$ cat config.mk
export PLATFORM = sky130hd
export DESIGN_NAME = can_bus_guard
export DESIGN_NICKNAME = d
export VERILOG_FILES = /design/src/rtl/can_bridge_pkg.sv /design/src/rtl/can_node_guard.sv /design/src/rtl/can_bus_guard.sv
export SDC_FILE = /design/constraint.sdc
export NUM_CORES = 1
export LEC_CHECK = 0
export CAP_MARGIN = 30
export CORE_MARGIN = 10
export CORE_UTILIZATION = 55
export DETAILED_ROUTE_END_ITERATION = 7
export PLACE_DENSITY = 0.77
export SKIP_CTS_REPAIR_TIMING = 1
export SLEW_MARGIN = 20
export SYNTH_ARGS = -nofsm -noshare
export SYNTH_HDL_FRONTEND = slang
export SYNTH_HIERARCHICAL = 1
export SYNTH_SLANG_ARGS = --single-unit
$ cat constraint.sdc
create_clock -name clk -period 2.5 [get_ports clk]
set_input_delay 0.375 -clock clk [delete_from_list [all_inputs] [get_ports clk]]
set_output_delay 0.375 -clock clk [all_outputs]
set_load 0.01 [all_outputs]
$ cat src/rtl/can_bridge_pkg.sv
// Shared types and constants for the guarded wired-AND CAN bridge.
// No storage or flow control; the bus levels are active-low (0 = dominant).
package can_bridge_pkg;

  typedef enum logic {
    ST_ACTIVE   = 1'b0,
    ST_ISOLATED = 1'b1
  } node_state_e;

  localparam logic CAN_DOMINANT  = 1'b0;
  localparam logic CAN_RECESSIVE = 1'b1;

  // Width that holds the larger of the two run-length limits without wrapping.
  function automatic int cnt_width(input int dom_limit, input int rec_limit);
    int m;
    m = (dom_limit > rec_limit) ? dom_limit : rec_limit;
    return $clog2(m + 1);
  endfunction

endpackage

$ cat src/rtl/can_node_guard.sv
// Per-node synchroniser, babble detector and isolation FSM; gated TX feeds the bus AND.
// Latency: can_tx reaches gated after 2 edges; no backpressure (always accepts samples).
module can_node_guard
  import can_bridge_pkg::*;
#(
  parameter int DOM_LIMIT = 1000,
  parameter int REC_LIMIT = 600,
  parameter int CNT_W     = 8
) (
  input  logic             clk,
  input  logic             rst,
  input  logic             can_tx,
  input  logic             node_en,
  input  logic             bus_rx,
  output logic             gated,
  output logic             isolated,
  output logic             fault_pulse,
  output logic [CNT_W-1:0] fault_cnt
);

  localparam int            CW       = cnt_width(DOM_LIMIT, REC_LIMIT);
  localparam logic [CW-1:0] DOM_LAST = CW'(DOM_LIMIT - 1);
  localparam logic [CW-1:0] REC_MAX  = CW'(REC_LIMIT);

  logic             sync1_q, sync2_q;
  logic             tx_s;
  node_state_e      state_q, state_d;
  logic [CW-1:0]    dom_cnt_q, dom_cnt_d;
  logic [CW-1:0]    rec_cnt_q, rec_cnt_d;
  logic [CNT_W-1:0] fault_cnt_q, fault_cnt_d;
  logic             fault_pulse_q, fault_pulse_d;

  assign tx_s = sync2_q;

  always_comb begin
    state_d       = state_q;
    dom_cnt_d     = dom_cnt_q;
    rec_cnt_d     = rec_cnt_q;
    fault_cnt_d   = fault_cnt_q;
    fault_pulse_d = 1'b0;
    if (!node_en) begin
      state_d   = ST_ACTIVE;
      dom_cnt_d = '0;
      rec_cnt_d = '0;
    end else begin
      case (state_q)
        ST_ACTIVE: begin
          rec_cnt_d = '0;
          if (tx_s == CAN_DOMINANT) begin
            if (dom_cnt_q == DOM_LAST) begin
              state_d       = ST_ISOLATED;
              dom_cnt_d     = '0;
              fault_pulse_d = 1'b1;
              if (fault_cnt_q != '1) fault_cnt_d = fault_cnt_q + 1'b1;
            end else begin
              dom_cnt_d = dom_cnt_q + 1'b1;
            end
          end else begin
            dom_cnt_d = '0;
          end
        end
        ST_ISOLATED: begin
          dom_cnt_d = '0;
          // Re-admission waits for an idle bus so the node never rejoins mid-frame.
          if (rec_cnt_q == REC_MAX && bus_rx == CAN_RECESSIVE) begin
            state_d   = ST_ACTIVE;
            rec_cnt_d = '0;
          end else if (tx_s == CAN_RECESSIVE) begin
            if (rec_cnt_q != REC_MAX) rec_cnt_d = rec_cnt_q + 1'b1;
          end else begin
            rec_cnt_d = '0;
          end
        end
        default: state_d = ST_ACTIVE;
      endcase
    end
  end

  always_ff @(posedge clk) begin
    if (rst) begin
      sync1_q       <= CAN_RECESSIVE;
      sync2_q       <= CAN_RECESSIVE;
      state_q       <= ST_ACTIVE;
      dom_cnt_q     <= '0;
      rec_cnt_q     <= '0;
      fault_cnt_q   <= '0;
      fault_pulse_q <= 1'b0;
    end else begin
      sync1_q       <= can_tx;
      sync2_q       <= sync1_q;
      state_q       <= state_d;
      dom_cnt_q     <= dom_cnt_d;
      rec_cnt_q     <= rec_cnt_d;
      fault_cnt_q   <= fault_cnt_d;
      fault_pulse_q <= fault_pulse_d;
    end
  end

  assign gated       = tx_s | ~node_en | (state_q == ST_ISOLATED);
  assign isolated    = (state_q == ST_ISOLATED);
  assign fault_pulse = fault_pulse_q;
  assign fault_cnt   = fault_cnt_q;

endmodule

$ cat src/rtl/can_bus_guard.sv
// Guarded wired-AND bridge for N CAN controllers with babbling-node isolation.
// Latency: can_tx to can_rx is 3 clk edges; no backpressure (bus level is broadcast every cycle).
module can_bus_guard
  import can_bridge_pkg::*;
#(
  parameter int N_NODES   = 4,
  parameter int DOM_LIMIT = 1000,
  parameter int REC_LIMIT = 600,
  parameter int CNT_W     = 8
) (
  input  logic                     clk,
  input  logic                     rst,
  input  logic [N_NODES-1:0]       can_tx,
  output logic [N_NODES-1:0]       can_rx,
  input  logic [N_NODES-1:0]       node_en,
  output logic [N_NODES-1:0]       isolated,
  output logic [N_NODES-1:0]       fault_pulse,
  output logic [N_NODES*CNT_W-1:0] fault_cnt
);

  logic [N_NODES-1:0] gated;
  logic [N_NODES-1:0] can_rx_q, can_rx_d;

  for (genvar i = 0; i < N_NODES; i++) begin : g_node
    can_node_guard #(
      .DOM_LIMIT (DOM_LIMIT),
      .REC_LIMIT (REC_LIMIT),
      .CNT_W     (CNT_W)
    ) u_node (
      .clk         (clk),
      .rst         (rst),
      .can_tx      (can_tx[i]),
      .node_en     (node_en[i]),
      .bus_rx      (can_rx_q[i]),
      .gated       (gated[i]),
      .isolated    (isolated[i]),
      .fault_pulse (fault_pulse[i]),
      .fault_cnt   (fault_cnt[i*CNT_W +: CNT_W])
    );
  end

  always_comb begin
    can_rx_d = {N_NODES{&gated}};
  end

  always_ff @(posedge clk) begin
    if (rst) can_rx_q <= {N_NODES{CAN_RECESSIVE}};
    else     can_rx_q <= can_rx_d;
  end

  assign can_rx = can_rx_q;

endmodule

## After elaboration in Yosys (flattened, before gate mapping)

Index checks and enable logic that the tools add are counted.

| storage, ports and cells | value |
|---|---|
| word-level logic and storage cells | 142 |
| bits of input ports | 10 |
| bits in registers | 129 |

| operators by class | value |
|---|---|
| bitwise logic cells | 20 |
| reduce and logical (&&, ||, !) cells | 17 |
| add/subtract/negate cells | 12 |
| eq/ne operators | 20 |
| mux-type cells | 44 |

Operator list:

| cell | number |
|---|---|
| two-way mux 10 bit | 20 |
| one-hot mux 10 bit (2 select lines) | 8 |
| adder 10 x 1 -> 10 bit (second input constant) | 8 |
| equality test 10 bit (second input constant) | 8 |
| inequality test 10 bit (second input constant) | 4 |
| adder 8 x 1 -> 8 bit (second input constant) | 4 |
| inequality test 8 bit (second input constant) | 4 |
| AND reduction 5 bit | 4 |
| inequality test 4 bit (second input constant) | 4 |
| two-way mux 1 bit | 12 |
| inverter 1 bit | 12 |
| OR reduction 3 bit | 4 |
| OR 1 bit | 8 |
| one-hot mux 1 bit (2 select lines) | 4 |
| OR reduction 2 bit | 4 |
| logical AND 1 bit | 4 |
| AND reduction 4 bit | 1 |

## Logic depth before layout (Yosys ltp)

| depth | value |
|---|---|
| word-level depth | 5 |
| mapped depth | 8 |

## Hierarchy

The synthesis kept the hierarchy.

Modules (own cells, without submodules):

| module | cells an instance | seq. area each (sq um) | times used | area an instance (sq um) |
|---|---|---|---|---|
| can_node_guard at g_node[0].u_node ... | 158 | 640.6 | 3 | 1436.4 |
| can_node_guard at g_node[3].u_node | 164 | 640.6 | 1 | 1438.9 |
| can_bus_guard | 5 | 20.0 | 1 | 52.6 |

## Worst setup path before layout

No wires, ideal clock.

| timing path | value |
|---|---|
| path kind | input port to flip-flop |
| start point | in node_en[3] |
| end point | reg g_node[3].u_node.fault_cnt_q[5] |
| path buffers | 1 |
| library setup time | 132 ps |
| setup slack | 538 ps |
| arrival time | 1830 ps |
| required time | 2368 ps |
| stages | 5 |
| cells stage by stage | or3b_4 or4_4 buf_4 o41ai_1 a21oi_1 |

| between the ends | value |
|---|---|
| word-level cells in the longest chain between the ends | 1 |

Ends and longest elaborated chain:

| element | RTL line | source |
|---|---|---|
| start: declaration | can_bus_guard.sv:15 | `input logic [N_NODES-1:0] node_en,` |
| AND reduction 5 bit (no source line) | - |  |
| end signal: assignment | can_node_guard.sv:94 | `fault_cnt_q <= fault_cnt_d;` |
| end: declaration | can_node_guard.sv:30 | `logic [CNT_W-1:0] fault_cnt_q, fault_cnt_d;` |

No other way between the ends.
A chain may end at the register's enable or synchronous reset.

## Final worst setup path

| timing path | value |
|---|---|
| start point | reg g_node[1].u_node.dom_cnt_q[0] |
| end point | reg g_node[1].u_node.fault_cnt_q[7] |

| between the ends | value |
|---|---|
| word-level cells in the longest chain between the ends | 2 |

Ends and longest elaborated chain:

| element | RTL line | source |
|---|---|---|
| start: declaration | can_node_guard.sv:28 | `logic [CW-1:0] dom_cnt_q, dom_cnt_d;` |
| start signal: assignment | can_node_guard.sv:92 | `dom_cnt_q <= dom_cnt_d;` |
| equality test 10 bit | can_node_guard.sv:50 | `if (dom_cnt_q == DOM_LAST) begin` |
| AND reduction 5 bit (no source line) | - |  |
| end signal: assignment | can_node_guard.sv:94 |  |
| end: declaration | can_node_guard.sv:30 |  |

No other way between the ends.

==> impl_metrics.ini <==
[status]
status = completed

[sta]
min_period_ps = 2098
fmax_mhz = 476.6
max_slew_margin_pct = 58.86
hold_viol = 0
rsz0062_at_grt = false
setup-violations-final = 0
fin_worst_skew_ps = 8.351
tightest_slew_ps = 617.1
maxSlewViolCount = 0
tns_ps = 0
min_period_over_period_pct = 83.92

[yosys]
yosys-top-cells-area = dfxtp_1 45%, nor2_1 8.8%, xor2_1 6.6%
ys.flop_type = dfxtp_1
yosysWarningCount = 6
yosys.area_share.simple_pct = 31.77
synth_compound_area_share_pct = 3.883
postSynthAreaPerCell_um2 = 9.021
syn_inst = 643
synth-xor-area-share_pct = 11.48
syn_nets = 669
synth_edf_count = 0
synth_top_family_by_area = simple AND/OR/NAND/NOR gates
synth_common_cells = 136 x nor2_1, 129 x dfxtp_1, 47 x nand2_1
synth.most_common_cell = nor2_1
synth_fa_ha_area_share_pct = 3.451
synth_top_cell_area_share_pct = 44.52
seq_area_frac_synth_pct = 44.52
ys_ff_latch = 129
synthMuxAreaShare_pct = 2.545
ys_types = 46
syn-cell-area_um2 = 5801
synth.largest_area_cell = dfxtp_1
synthArstFlopShare_pct = 0

[critical_path]
rr_worst_depth = 6
critical_path_class = reg -> reg
critPathCaptureType = flop
path_max_fanout = 8
r2r_setup_slack_ps = 400
rr_startpoint = g_node[1].u_node/dom_cnt_q[0]
timing.rr.end = g_node[1].u_node/fault_cnt[7]
arrival_ps = 2490
cp-start-kind = flop
worstPathRequired_ps = 2890

[placement]
placed_area_um2 = 6495
portBuffers = 53
dp.cells = 828
dp_hpwl_mm = 8.434
gp_congestion = 0.8419

[clock_tree]
clkTransAtPathRegs_ps = 60
cts_tree = built
cts_buffer_depth = 2
cts_made_buffers = 17
numClockSinks = 129
root_buffer = clkbuf_8
htree_num_levels = 4
clk_latency_ps = 510

[drt]
route.met2.wl_mm = 6.025
drt_first_iter_violations = 263
ant_nets = 0
wl_mm = 12.16
vias = 4654
drc = 0
top_layer = met4
wl_met1_mm = 5.414
dr.pass1.iters = 7
wl_met3_um = 585
avgRoutedWirePerCell_um = 14.14
viasPerCell = 5.412

[grt]
grt_pass1_vias = 4558
grt_max_degree = 32
antenna_found_initial = 0
gr-usage-all-layers_pct = 16.64
grt_overflow = 0
grt_pass1_wl_mm = 20.94

[min_path]
whs_endpoint = g_node[0].u_node/fault_cnt[1]
holdCritStartpoint = rst
hold_depth = 2
hold_class = in -> reg

[cells_and_area]
nFillCells = 818
multi_input_area_um2 = 3082
drive_gt1_share_pct = 9.945
seqCellArea_um2 = 2582
antenna_cells = 0
stdcell_count = 860
fin_nets = 737
syn_to_final_growth_pct = 22.63
post-route-cell-area_um2 = 7113

[pwr]
p_per_area_nw_per_um2 = 657.3
power_frac_seq_pct = 44.3
pwr-share-clk_pct = 54.2
p_leak_uw = 0.002440
ir_drop_mv = 0.5699
intPower_uw = 3742
p_switching_uw = 933.4
swShare_pct = 19.96
p_comb_share_pct = 1.6

[floorplanning]
num_rows = 37
die_area_um2 = 15050
ios = 54
core_region_area_um2 = 10280
fp.dieH_um = 122.7
initial_core_util_pct = 56.44
die_w_um = 122.7

[flow_run]
cap_violations = 0
==> power groups by stage <==
stage	Clock, uW	Combinational (uW)	Sequential (uW)
detailed placement	0	72.5	2110
finish	2530	73.0	2070
global route	2670	79.3	2070
floorplan	0	29.6	2120
global placement	0	70.6	2110
CTS	2570	73.2	2070
==> state kept, by name (all words and copies together) (netlist names) <==
| name | flops |
|---|---|
| g_node.u_node/sync1_q | 4 |
| g_node.u_node/sync2_q | 4 |
| g_node.u_node/rec_cnt_q | 40 |
| g_node.u_node/fault_cnt | 32 |
| g_node.u_node/isolated | 4 |
| g_node.u_node/dom_cnt_q | 40 |
| can_rx | 1 |
| g_node.u_node/fault_pulse | 4 |
==> through the flow <==
step	setup WS (ps)	hold slack, ps	utilization (%)	power [uW]
final	402.0	364.3	69.21	4675
after global routing	209.5	385.3	69.21	4815
after CTS	390.3	356.5	69.21	4711
after detailed placement	-37.43	394.1	63.20	2187
after global placement	11.75	391.7	63.20	2185
after floorplan	538.4	389.5	-	2145
==> per-layer routing <==
metal / global-route usage (%) / vias up
met3: 5.234 / 12
met4: 5.155 / 0
li1: - / 2336
met2: 28.78 / 89
met1: 19.20 / 2217
met5: 0 / -
==> final cells by class <==
class,instances,share of cell area (%)
repair buffers,62,8.338
flip-flops and latches,129,36.31
clock buffers,19,6.069
clock inverters,13,2.621
inverters,18,0.9499
well taps,136,2.392
multi-input cells,483,43.32
==> how the worst max path moves through the flow <==
| stage | startpoint | end | slack [ps] | depth (start not counted) |
|---|---|---|---|---|
| 2_1_floorplan | node_en[3] | g_node[3].u_node/fault_cnt[5] | 540 | 5 |
| 3_3_place_gp | node_en[3] | g_node[3].u_node/fault_cnt[3] | 10 | 5 |
| 3_5_place_dp | node_en[3] | g_node[3].u_node/fault_cnt[5] | -40 | 5 |
| 4_1_cts | g_node[1].u_node/dom_cnt_q[0] | g_node[1].u_node/fault_cnt[7] | 390 | 6 |
| 5_1_grt | g_node[0].u_node/dom_cnt_q[0] | g_node[0].u_node/fault_cnt[7] | 210 | 6 |
| 6_report | g_node[1].u_node/dom_cnt_q[0] | g_node[1].u_node/fault_cnt[7] | 400 | 6 |
==> cells in the final DEF, fill, tap and decap left out, types with 17 or more instances in the layout <==
master / count
and3_1: 20
clkdlybuf4s50_1: 52
dfxtp_1: 129
inv_1: 18
nand2_1: 47
nand3_1: 25
nand4_1: 18
nor2_1: 136
nor3_1: 17
xnor2_1: 32
xor2_1: 44
==> critical path, cell delays in order, from the launching register on <==
cell and delay (ps):
dfxtp_1 430, ha_1 300, and4_1 270, nand4_4 190
nor3_2 240, nor3b_2 210, mux2_1 330
==> cells by family after synthesis <==
logic type                 count (synthesis)
AOI/OAI and AO/OA                         37
xor gates and xnor gates                  76
adders and majority gates                 16
buffers and inverters                     31
DFF                                      129
muxes                                     14
and+or+nand+nor                          340
Note: power is estimated with default switching activity, not from simulation.
==> patch 1: new RTL, same settings <==
`DOM_LIMIT` is set to 1000 in 2 places; all go to 250.
--- a/src/rtl/can_node_guard.sv
+++ b/src/rtl/can_node_guard.sv
@@ -3,7 +3,7 @@
 module can_node_guard
   import can_bridge_pkg::*;
 #(
-  parameter int DOM_LIMIT = 1000,
+  parameter int DOM_LIMIT = 250,
   parameter int REC_LIMIT = 600,
   parameter int CNT_W     = 8
 ) (
--- a/src/rtl/can_bus_guard.sv
+++ b/src/rtl/can_bus_guard.sv
@@ -4,7 +4,7 @@
   import can_bridge_pkg::*;
 #(
   parameter int N_NODES   = 4,
-  parameter int DOM_LIMIT = 1000,
+  parameter int DOM_LIMIT = 250,
   parameter int REC_LIMIT = 600,
   parameter int CNT_W     = 8
 ) (
Behaviour: same outputs for any inputs over 4 cycles, from zero or initial values and one cycle with rst high; that may be too few to reach the edited logic, so the function may still have changed.
==> patch 1 against the unedited design <==
  * Synthesized area increased by 1.1%
  * Core utilization increased by 0.34 points
  * Routed wire length is 3.5% higher
  * Worst setup slack worse by 0.21 ns
  * Sequential cell count unchanged
  * Sequential power about the same
  * Total power down 2.6%
  * Final area rose by 1.4%
  * Highest routed layer unchanged
==> patch 1: results (changes against the unedited design) <==
stage,metric,value,unit,change
logic_synthesis,synthAdderAreaFrac,4.269,%,+0.82 points
placement,postPlaceCellArea,6633,sq um,+2.1%
power,leakage,0.002331,uW,-4.5%
status,status,"complete, no violations",,
power,ir_drop,0.6208,mV,+8.9%
global_routing,grt_start_max_net_pins,41,,+28%
placement,post-place-ws,-0.06087,ns,-0.02344 ns
logic_synthesis,synth_commonest_cells,"129 x dfxtp_1, 111 x nor2_1, 41 x nand2_1, 38 x a21oi_1",,
critical_path,critPathSlowestCell,or4_4,,
logic_synthesis,synthXorXnorAreaFrac,9.114,%,-2.4 points
sta,whs,0.4042,ns,+0.03986 ns
sta,relSlewSlack,49.14,%,-9.7 points
logic_synthesis,synth.distinct_cells,35,,-24%
min_path,hold_path_end,g_node[3].u_node/sync1_q$_SDFF_PP1_,,
logic_synthesis,synth.area.top_cells,"dfxtp_1 44%, nor2_1 7.1%, xor2_1 4.8%",,
global_routing,grt_pass1_wl,21180,um,+1.1%
logic_synthesis,synth_compound_area_share,8.751,%,+4.9 points
drt,routed_wl,12580,um,+3.5%
critical_path,r2r_start,g_node[3].u_node/dom_cnt_q[0]$_SDFF_PP0_,,
critical_path,arrival,2.77,ns,+0.28 ns
critical_path,max_stage_delay,0.54,ns,+0.11 ns
global_routing,grt_use_total,17.03,%,+0.39 points
logic_synthesis,syn_inst,672,,+4.5%
global_routing,grt_pass1_vias,4843,,+6.3%
clocking,insertion_delay,0.54,ns,+0.03 ns
## patch 1: layer usage
layer  global-route usage [%]  share of wire, %
met3                    5.652               5.0
met4                    8.297               1.4
met1                    18.90                44
met5                        0                 0
met2                    28.79                49
## patch 1: kinds of logic (layout without fill, tap and decap cells)
logic type | count (synthesis) | in the layout
multiplexers | 8 | 8
buffers and inverters | 55 | 139
flip-flops | 129 | 129
XOR/XNOR | 61 | 61
adder cells (fa/ha/maj) | 20 | 20
AND/OR/NAND/NOR | 316 | 316
AO/OA/AOI/OAI | 83 | 83
## patch 1: layout make-up
| cell class | count | area (sq um) | area share (%) |
|---|---|---|---|
| flip-flops and latches | 129 | 2582 | 35.81 |
| multi-input cells | 488 | 3054 | 42.35 |
| repair buffers | 77 | 705.7 | 9.785 |
| clock buffers | 25 | 504.2 | 6.992 |
| clock inverters | 5 | 75.07 | 1.041 |
| well taps | 136 | 170.2 | 2.359 |
| inverters | 32 | 120.1 | 1.666 |
==> patch 2: new RTL, same flow settings <==
Made on the original files. Make the reset (`rst`) asynchronous in 2 clocked blocks.
--- a/src/rtl/can_node_guard.sv
+++ b/src/rtl/can_node_guard.sv
@@ -76,7 +76,7 @@
     end
   end
 
-  always_ff @(posedge clk) begin
+  always_ff @(posedge clk or posedge rst) begin
     if (rst) begin
       sync1_q       <= CAN_RECESSIVE;
       sync2_q       <= CAN_RECESSIVE;
--- a/src/rtl/can_bus_guard.sv
+++ b/src/rtl/can_bus_guard.sv
@@ -43,7 +43,7 @@
     can_rx_d = {N_NODES{&gated}};
   end
 
-  always_ff @(posedge clk) begin
+  always_ff @(posedge clk or posedge rst) begin
     if (rst) can_rx_q <= {N_NODES{CAN_RECESSIVE}};
     else     can_rx_q <= can_rx_d;
   end
Check against the original RTL: differs if rst is asserted again (counterexample within 4 cycles, from zero or initial values and one cycle with rst high); with rst held inactive, the same outputs for 4 cycles.
==> patch 2 against the unedited design <==
  * Routed wire length down 2.3%
  * Clock power decreased by 8.7%
  * Synthesized area rose by 6.9%
  * Sequential cell count unchanged
  * Highest routed layer unchanged
  * Total power down 2.3%
  * Critical endpoint is now can_rx[1]
  * Maximum frequency is 1.9% lower
  * Core utilization decreased by 1.1 points
  * Final area up 4.8%
  * Worst setup slack worse by 0.040 ns
  * Synthesized cell count down 7.5%
  * Cell count fell by 5.5%
==> patch 2: results (changes against the unedited design) <==
stage,metric,value,unit,change
final_layout,fin_nets,686,,-6.9%
logic_synthesis,synth.distinct_cells,44,,-4.3%
placement,dp_cells,781,,-5.7%
drt,via_per_inst,5.378,,-0.63%
power,leakage,0.003039,uW,+25%
final_layout,nMultiInputCombCells,423,,-12%
final_layout,n_all_inverters,28,,+10
min_path,holdPathStages,0,,-2
global_routing,grt_start_max_net_pins,33,,+3.1%
drt,routed_wl,11870,um,-2.3%
final_layout,seq_share,43.47,%,+7.2 points
placement,gp_congestion,0.8057,,-4.3%
critical_path,max_stage_delay,0.73,ns,+0.30 ns
min_path,hold_path_end,g_node[3].u_node/sync2_q$_DFF_PP1_,,
placement,dpl.hpwl,8351,um,-0.98%
final_layout,final-clk-cell-share,7.438,%,-1.3 points
final_layout,area_growth,20.23,%,
min_path,hold_class,flip-flop to flip-flop,,
sta,whs,0.3546,ns,-0.009704 ns
final_layout,multi_input_area_share,37.22,%,-6.1 points
critical_path,critPathSlowestCell,dfstp_2,,
clocking,insertion_delay,0.41,ns,-0.10 ns
critical_path,r2r_end,g_node[3].u_node/fault_cnt[1]$_DFFE_PP0P_,,
sta,tightest_slew,0.6305,ns,+0.01344 ns
final_layout,drive_gt1_share,12.18,%,+2.2 points
logic_synthesis,synth_commonest_cells,"120 x dfrtp_1, 92 x nor2_1, 51 x xnor2_1, 50 x nand3_1, 42 x nand2_1",,
drt,drt_iter0_markers,396,,+51%
final_layout,buf_share,8.093,%,-0.25 points
logic_synthesis,synth.area.top_cells,"dfrtp_1 48%, xnor2_1 7.2%, nor2_1 5.6%",,
logic_synthesis,ys_seq_area_share,52.26,%,+7.7 points
power,ir_drop,0.4937,mV,-13%
drt,via_count,4372,,-6.1%
clocking,cts_root_buf,clkbuf_16,,
logic_synthesis,synth_nets,621,,-7.2%
logic_synthesis,synthArstFlopShare,100.0,%,+100 points
critical_path,crit_family,flip-flops,,
status,status,"complete, no violations",,
global_routing,grt_use_total,15.46,%,-1.2 points
drt,drtPass1Iterations,4,,-3
min_path,worstHoldStart,g_node[3].u_node/sync1_q$_DFF_PP1_,,
global_routing,grt_pass1_vias,4516,,-0.92%
critical_path,r2r_start,g_node[3].u_node/dom_cnt_q[0]$_DFF_PP0_,,
final_layout,buffers,61,,-1.6%
==> patch 2: cells by family after synthesis <==
group | synth area share (%)
flops | 52.26
xor+xnor | 12.01
simple gates | 24.42
buf+inv | 2.987
fa+ha+maj | 3.230
mux | 1.554
compound gates | 3.532
==> patch 2: worst register-to-register path, stage by stage (launching register included) <==
cell and delay, ns:
dfrtp_1 0.38, ha_1 0.23, nand3b_1 0.14, or4_4 0.61, nor2_4 0.15, mux2_1 0.32
==> patch 2: how the worst max path moves through the flow <==
stage | depth (start not counted) | startpoint | slack (ns) | endpoint
after floorplan | 5 | g_node[3].u_node/isolated$_DFF_PP0_ | 0.52 | g_node[3].u_node/fault_cnt[1]$_DFFE_PP0P_
after global placement | 5 | node_en[3] | 0.1 | g_node[3].u_node/fault_cnt[1]$_DFFE_PP0P_
after detailed placement | 5 | node_en[3] | 0.07 | g_node[3].u_node/fault_cnt[1]$_DFFE_PP0P_
after CTS | 1 | can_rx[0]$_DFF_PP1_ | 0.33 | can_rx[1]
after global routing | 1 | can_rx[0]$_DFF_PP1_ | 0.29 | can_rx[2]
final | 1 | can_rx[0]$_DFF_PP1_ | 0.36 | can_rx[1]
==> patch 2: layer usage <==
metal | up-vias | share of wire [%] | global-route usage [%]
li1 | 2142 | - | -
met1 | 2144 | 44 | 17.70
met2 | 69 | 50 | 25.89
met3 | 17 | 4.2 | 5.117
met4 | 0 | 1.5 | 6.698
met5 | - | 0 | 0
==> patch 2: power by group <==
part / internal (uW) / switching, uW / total, uW
logic: 48.2 / 74.5 / 123
registers: 2110 / 19.2 / 2130
clock network: 1460 / 847 / 2310
total: 3630 / 941 / 4570
